===== config.mk =====
export PLATFORM = sky130hd
export DESIGN_NAME = teatris_leitor_pecas
export DESIGN_NICKNAME = d
export VERILOG_FILES = /design/src/rtl/teatris_leitor_pecas.sv
export SDC_FILE = /design/constraint.sdc
export NUM_CORES = 1
export LEC_CHECK = 0
export ABC_AREA = 1
export BUFFER_PORTS_ARGS = -buffer_cell sky130_fd_sc_hd__buf_2
export CAP_MARGIN = 10
export CORE_UTILIZATION = 55
export CTS_BUF_LIST = sky130_fd_sc_hd__clkbuf_2
export CTS_CLUSTER_DIAMETER = 100
export DETAILED_ROUTE_END_ITERATION = 12
export PLACE_DENSITY = 0.81
export SYNTH_ARGS = -nofsm -noshare
export SYNTH_HDL_FRONTEND = slang
export SYNTH_SLANG_ARGS = --single-unit

===== constraint.sdc =====
create_clock -name clock -period 2 [get_ports clock]
set_input_delay 0.4 -clock clock [delete_from_list [all_inputs] [get_ports clock]]
set_output_delay 0.4 -clock clock [all_outputs]
set_load 0.1 [all_outputs]

===== src/rtl/teatris_leitor_pecas.sv =====
// Piece-pattern reader for TEAtris: fetches a 16-bit pattern from the piece ROM,
// validates its fixed-one fields and shifts it out MSB-first, then pulses a latch.
module teatris_leitor_pecas #(
  parameter int unsigned DIVISOR = 4
) (
  input  logic        clock,
  input  logic        reset_n,
  input  logic        iniciar,
  input  logic [1:0]  peca,
  input  logic [1:0]  rotacao,
  output logic [3:0]  endereco,
  input  logic [15:0] padrao_rom,
  output logic [15:0] padrao_atual,
  output logic        dado_serial,
  output logic        pulso_bit,
  output logic        trava,
  output logic        ocupado,
  output logic        erro_padrao
);

  typedef enum logic [2:0] {
    OCIOSO,
    LEITURA,
    CAPTURA,
    DESLOCA,
    TRAVA
  } estado_t;

  localparam logic [7:0]  DIV_LAST   = 8'(DIVISOR - 1);
  localparam logic [15:0] MASCARA_UM = 16'hE7E7;

  estado_t     estado_q, estado_d;
  logic [3:0]  endereco_q, endereco_d;
  logic [15:0] padrao_q, padrao_d;
  logic [15:0] desloc_q, desloc_d;
  logic [3:0]  bit_cnt_q, bit_cnt_d;
  logic [7:0]  div_cnt_q, div_cnt_d;
  logic        trava_q, trava_d;
  logic        ocupado_q, ocupado_d;
  logic        erro_q, erro_d;

  always_comb begin
    estado_d   = estado_q;
    endereco_d = endereco_q;
    padrao_d   = padrao_q;
    desloc_d   = desloc_q;
    bit_cnt_d  = bit_cnt_q;
    div_cnt_d  = div_cnt_q;
    trava_d    = 1'b0;
    ocupado_d  = ocupado_q;
    erro_d     = erro_q;
    unique case (estado_q)
      OCIOSO: begin
        if (iniciar) begin
          endereco_d = {peca, rotacao};
          ocupado_d  = 1'b1;
          erro_d     = 1'b0;
          estado_d   = LEITURA;
        end
      end
      LEITURA: estado_d = CAPTURA;
      CAPTURA: begin
        desloc_d  = padrao_rom;
        padrao_d  = padrao_rom;
        erro_d    = ((padrao_rom & MASCARA_UM) != MASCARA_UM);
        bit_cnt_d = '0;
        div_cnt_d = '0;
        estado_d  = DESLOCA;
      end
      DESLOCA: begin
        if (div_cnt_q == DIV_LAST) begin
          div_cnt_d = '0;
          desloc_d  = {desloc_q[14:0], 1'b0};
          bit_cnt_d = bit_cnt_q + 4'd1;
          if (bit_cnt_q == 4'd15) begin
            trava_d  = 1'b1;
            estado_d = TRAVA;
          end
        end else begin
          div_cnt_d = div_cnt_q + 8'd1;
        end
      end
      TRAVA: begin
        ocupado_d = 1'b0;
        estado_d  = OCIOSO;
      end
      default: estado_d = OCIOSO;
    endcase
  end

  always_ff @(posedge clock or negedge reset_n) begin
    if (!reset_n) begin
      estado_q   <= OCIOSO;
      endereco_q <= '0;
      padrao_q   <= '0;
      desloc_q   <= '0;
      bit_cnt_q  <= '0;
      div_cnt_q  <= '0;
      trava_q    <= 1'b0;
      ocupado_q  <= 1'b0;
      erro_q     <= 1'b0;
    end else begin
      estado_q   <= estado_d;
      endereco_q <= endereco_d;
      padrao_q   <= padrao_d;
      desloc_q   <= desloc_d;
      bit_cnt_q  <= bit_cnt_d;
      div_cnt_q  <= div_cnt_d;
      trava_q    <= trava_d;
      ocupado_q  <= ocupado_d;
      erro_q     <= erro_d;
    end
  end

  // Serial data and bit strobe decode registered state only.
  assign dado_serial  = (estado_q == DESLOCA) && desloc_q[15];
  assign pulso_bit    = (estado_q == DESLOCA) && (div_cnt_q == DIV_LAST);
  assign endereco     = endereco_q;
  assign padrao_atual = padrao_q;
  assign trava        = trava_q;
  assign ocupado      = ocupado_q;
  assign erro_padrao  = erro_q;

endmodule


Word level (Yosys, flattened, before mapping):

Index checks and enable logic that the tools add are counted.

* bits in registers: 54
* input bits: 23
* output and inout bits: 25
* logic and storage cells: 49

* add/sub/neg operators: 2
* equal/unequal tests: 10
* mux-type cells: 17
* reductions and logical operators: 11

Operators by type and width (number)
* case mux 16 bit (2 select lines): 1
* 2-to-1 mux 16 bit: 1
* case mux 8 bit (2 select lines): 1
* != test 12 bit (second input constant): 1
* case mux 3 bit (4 select lines): 1
* 2-to-1 mux 3 bit: 3
* adder 8 x 1 -> 8 bit (second input constant): 1
* equality test 8 x 2 -> 1 bit (second input constant): 1
* 2-to-1 mux 8 bit: 1
* case mux 4 bit (2 select lines): 1
* AND reduction 2 bit: 4
* equality test 3 x 2 -> 1 bit (second input constant): 2
* nonzero test 2 bit: 3
* 2-to-1 mux 1 bit: 5
* adder 4 x 1 -> 4 bit (second input constant): 1
* equality test 4 bit (second input constant): 1
* 2-to-1 mux 4 bit: 1
* != test 2 bit (second input constant): 2
* case mux 1 bit (2 select lines): 2
* equality test 3 x 1 -> 1 bit (second input constant): 1
* equality test 3 bit (second input constant): 1
* zero test 3 bit: 1
* AND reduction 3 bit: 1
* logical AND 1 bit: 2
* != test 2 x 1 -> 1 bit (second input constant): 1

Logic depth before layout (Yosys ltp):

* word-level depth: 4
* mapped depth: 8
* mapped depth without buffers: 7

Least setup slack after synthesis:

No wires, ideal clock.

* path type: flip-flop to output port
* start point: register estado_q[1]
* end point: output port dado_serial
* arrival: 2.105 ns
* data required time: 1.600 ns
* slack: -0.505 ns
* stages on the path, launching flop included: 6
* path buffers: 1
* cell sequence: dfrtp_1 > nand2_2 > nor2_8 > inv_2 > buf_6 > nor2_1

* longest elaborated chain between the ends: 2

RTL lines
* from (decl): line 32 `estado_t estado_q, estado_d;`
* from (signal assigned): line 103 `estado_q <= estado_d;`
* equality test 3 x 2 -> 1 bit: line 116 `assign dado_serial = (estado_q == DESLOCA) && desloc_q[15];`
* logical AND 1 bit: line 116
* to (decl): line 14 `output logic dado_serial,`

No other way between the ends.

Worst setup path after layout:

* start point: register div_cnt_q[5]
* end point: output port pulso_bit

* longest elaborated chain between the ends: 2

RTL lines
* from (decl): line 37 `logic [7:0] div_cnt_q, div_cnt_d;`
* from (signal assigned): line 108 `div_cnt_q <= div_cnt_d;`
* equality test 8 x 2 -> 1 bit: line 117 `assign pulso_bit = (estado_q == DESLOCA) && (div_cnt_q == DIV_LAST);`
* logical AND 1 bit: line 117
* to (decl): line 15 `output logic pulso_bit,`

No other way between the ends.

==> results.cfg <==
[synth]
netlist.top_cell.by_area = sky130_fd_sc_hd__dfrtp_1
sequential_area_share_after_synthesis_pct = 52.55
synth_area_leaders = sky130_fd_sc_hd__dfrtp_1 (53%), sky130_fd_sc_hd__nand2_1 (24%), sky130_fd_sc_hd__nand3_1 (6.2%)
synth_cells = 326
ys_types = 24
ys_seq_elements = 54
post_synth_instance_area_sq_mm = 0.002571
yosys_warnings = 0
postSynthAreaPerCell_sq_um = 7.887
netlist.area_leader.share_pct = 52.55
synthesis.nets = 352

[layout]
area.sequential_sq_mm = 0.001351
final_cell_mix = sky130_fd_sc_hd__nand2_1 (161), sky130_fd_sc_hd__dfrtp_1 (54), sky130_fd_sc_hd__buf_2 (45)
multiInputGateArea_sq_mm = 0.001086
instances_no_fill = 446
postLayoutCoreUtil_pct = 70.72
design.final.nets = 420
leading_cell_type_in_the_layout_fill_and_taps_excluded = sky130_fd_sc_hd__nand2_1
area_delta_synth_final_pct = 21.41
layout.filler_cells = 347
share_of_cells_above_drive_strength_1_pct = 23.86
num_antenna_cells = 0

[worst_setup_path]
worst_path_arrival_time_ps = 1550
end_kind = output port
r2r_setup_slack_ps = 320
startpoint_type = flop
worst_r2r_endpoint = erro_padrao$_DFFE_PN0P_
critical_path.top_delay_family = flip-flops
cell_chain_critical_path = inv_2 > nand2_1 > nor2_4 > nand3_4 > inv_4 > buf_12
max_stage_delay_ps = 480
cp_num_buf_inv = 3
slowest_stage = sky130_fd_sc_hd__dfrtp_1
worst-r2r-cell-count = 6
timing_worst_setup_path_type = flop to output port
critPathRequiredTime_ps = 1600
worst-path-max-fanout = 4
rr_startpoint = estado_q[2]$_DFFE_PN0P_

[placed_design]
buffer_ports.inserted = 47
finalWeightedCongestion = 0.8215
post-place-cells = 418
hpwl_mm = 3.661

[sta]
setup-violations-final = 0
whs_ps = 152.5
tightestPinTransition_ps = 490.5
timing.final.crit_period_ps = 1955
maxSlewViolCount = 0
finalCritPeriodShare_pct = 97.74
fmax_ghz = 0.5116
clock_skew_ps = 27.80
rsz0062_at_grt = true
slew-limit-headroom_pct = 67.53
finalHoldViolCount = 0

[cts]
cts_max_path_buffers = 2
cts_max_level = 2
tritoncts.num_buffers = 5
clock_tree_root = sky130_fd_sc_hd__clkbuf_2
worstSkewPairLatency_ps = 430
clk_pin_slew_worst_paths_ps = 240
clkSinkCount = 54
cts_tree = built

[floorplanning]
std_cell_rows = 24
start_util_pct = 58.25
die_footprint_sq_mm = 0.004953
x_dimension_of_the_die_microns = 70.38
fp.coreArea_sq_mm = 0.004414
floorplan.io_pins = 48
floorplan.die.height_microns = 70.38

[drt]
dr.pass1.iters = 4
route.detailed.drc = 0
drt-wirelength-per-cell_microns = 12.36
drt-total-wl_mm = 5.511
detailedRoute.firstIterationViolations = 206
ant_nets = 0
vias = 2299
post_drt_via_cell_ratio = 5.155

[global_route]
grt_max_degree = 55
grt_util_all_layers_pct = 23.95
first_pass_grt_wire_length_mm = 9.418
overflow = 0
initial_antenna_violation_count = 0
vias_in_the_first_global_route = 2128

[pwr]
cellLeakagePower_nw = 1.791
worst_ir_drop_vdd_uv = 496.2
design_power_total_mw = 1.769
pwr_density_cell_mw_per_mm2 = 566.7

[outcome]
status = completed

[hold_path]
worst_hold_start = peca[0]
worst_hold_path_stage_count = 3
worst_hold_path.endpoint = endereco[2]$_DFFE_PN0P_
min_path_type = primary input to flop

[run]
maxCapViolCount = 0
==> area by class of cell <==
type / count / share of cell area [%]
Sequential cell: 54 / 43.29
Multi-Input combinational cell: 238 / 34.79
Timing Repair Buffer: 72 / 15.39
Inverter: 23 / 3.246
Tap cell: 52 / 2.084
Clock buffer: 6 / 0.9619
Clock inverter: 1 / 0.2405
==> logic make-up after synthesis <==
kind of cell / share of synthesized area, %
XOR/XNOR: 1.022
AND/OR/NAND/NOR: 35.86
adder cells (fa/ha/maj): 1.460
buffers and inverters: 6.083
AO/OA/AOI/OAI: 3.017
flip-flops: 52.55
==> worst max path at each step <==
| stage | startpoint | end | slack (ps) | cells past startpoint |
|---|---|---|---|---|
| 2_1_floorplan | div_cnt_q[0]$_DFFE_PN0P_ | pulso_bit | 60 | 5 |
| 3_3_place_gp | div_cnt_q[0]$_DFFE_PN0P_ | pulso_bit | 390 | 6 |
| 3_5_place_dp | div_cnt_q[0]$_DFFE_PN0P_ | pulso_bit | 350 | 6 |
| 4_1_cts | estado_q[0]$_DFFE_PN0P_ | dado_serial | 5 | 5 |
| 5_1_grt | div_cnt_q[1]$_DFFE_PN0P_ | pulso_bit | -50 | 6 |
| 6_report | div_cnt_q[5]$_DFFE_PN0P_ | pulso_bit | 50 | 6 |
==> cells in the mapped netlist <==
master / n
sky130_fd_sc_hd__nor3_2: 1
sky130_fd_sc_hd__buf_2: 8
sky130_fd_sc_hd__buf_4: 1
sky130_fd_sc_hd__inv_1: 20
sky130_fd_sc_hd__o21ai_0: 12
sky130_fd_sc_hd__nand2_2: 2
sky130_fd_sc_hd__nand2_1: 162
sky130_fd_sc_hd__xor2_1: 2
sky130_fd_sc_hd__nand4_1: 3
sky130_fd_sc_hd__xnor2_1: 1
sky130_fd_sc_hd__nand3_4: 1
sky130_fd_sc_hd__inv_2: 3
sky130_fd_sc_hd__buf_6: 2
sky130_fd_sc_hd__nor3_1: 2
sky130_fd_sc_hd__dfrtp_1: 54
sky130_fd_sc_hd__nand3b_1: 1
sky130_fd_sc_hd__a21oi_1: 1
sky130_fd_sc_hd__ha_1: 3
sky130_fd_sc_hd__o22ai_1: 2
sky130_fd_sc_hd__nor2_1: 9
sky130_fd_sc_hd__nand2_4: 1
sky130_fd_sc_hd__nor2_8: 1
sky130_fd_sc_hd__nor2_2: 2
sky130_fd_sc_hd__nand3_1: 32
==> state kept, by name, indices dropped and copies added, names as in the netlist <==
| register | count |
|---|---|
| desloc_q | 16 |
| padrao_atual | 16 |
| div_cnt_q | 8 |
| bit_cnt_q | 4 |
| endereco | 4 |
| estado_q | 3 |
| erro_padrao | 1 |
| ocupado | 1 |
| trava | 1 |
==> worst register-to-register path, delay by kind of cell (launching register included) <==
kind / cells / cell delay (ps)
buf+inv: 1 / 410
flops: 1 / 510
simple gates: 5 / 700
==> power breakdown <==
group / switching [mW] / internal [mW]
registers: 0.0110 / 1.12
clock network: 0.320 / 0.0844
logic: 0.190 / 0.0487
total: 0.521 / 1.25
==> stage by stage <==
stage               area (sq um)  TNS [ps]  setup WS, ps
CTS                         2999         0         5.274
global placement            2894         0         386.6
global route                3122    -86.16        -48.23
floorplan                   2579         0         55.57
finish                      3122         0         45.16
detailed placement          2894         0         350.5
==> metal layers <==
layer	vias up	GRT usage [%]	wire length, microns
met5	-	0	0
met4	0	7.778	74
met3	6	5.339	227
met2	56	39.05	2742
met1	1084	31.70	2466
li1	1153	-	-
==> timing repair <==
item,in CTS,in global routing
buffers inserted,6,14
endpoints found under the setup margin,2,2
hold buffers,1,0
hold endpoints to repair,54,0
gates resized for setup,4,7
pin swaps,2,7
Power figures use the tool's default switching activity.
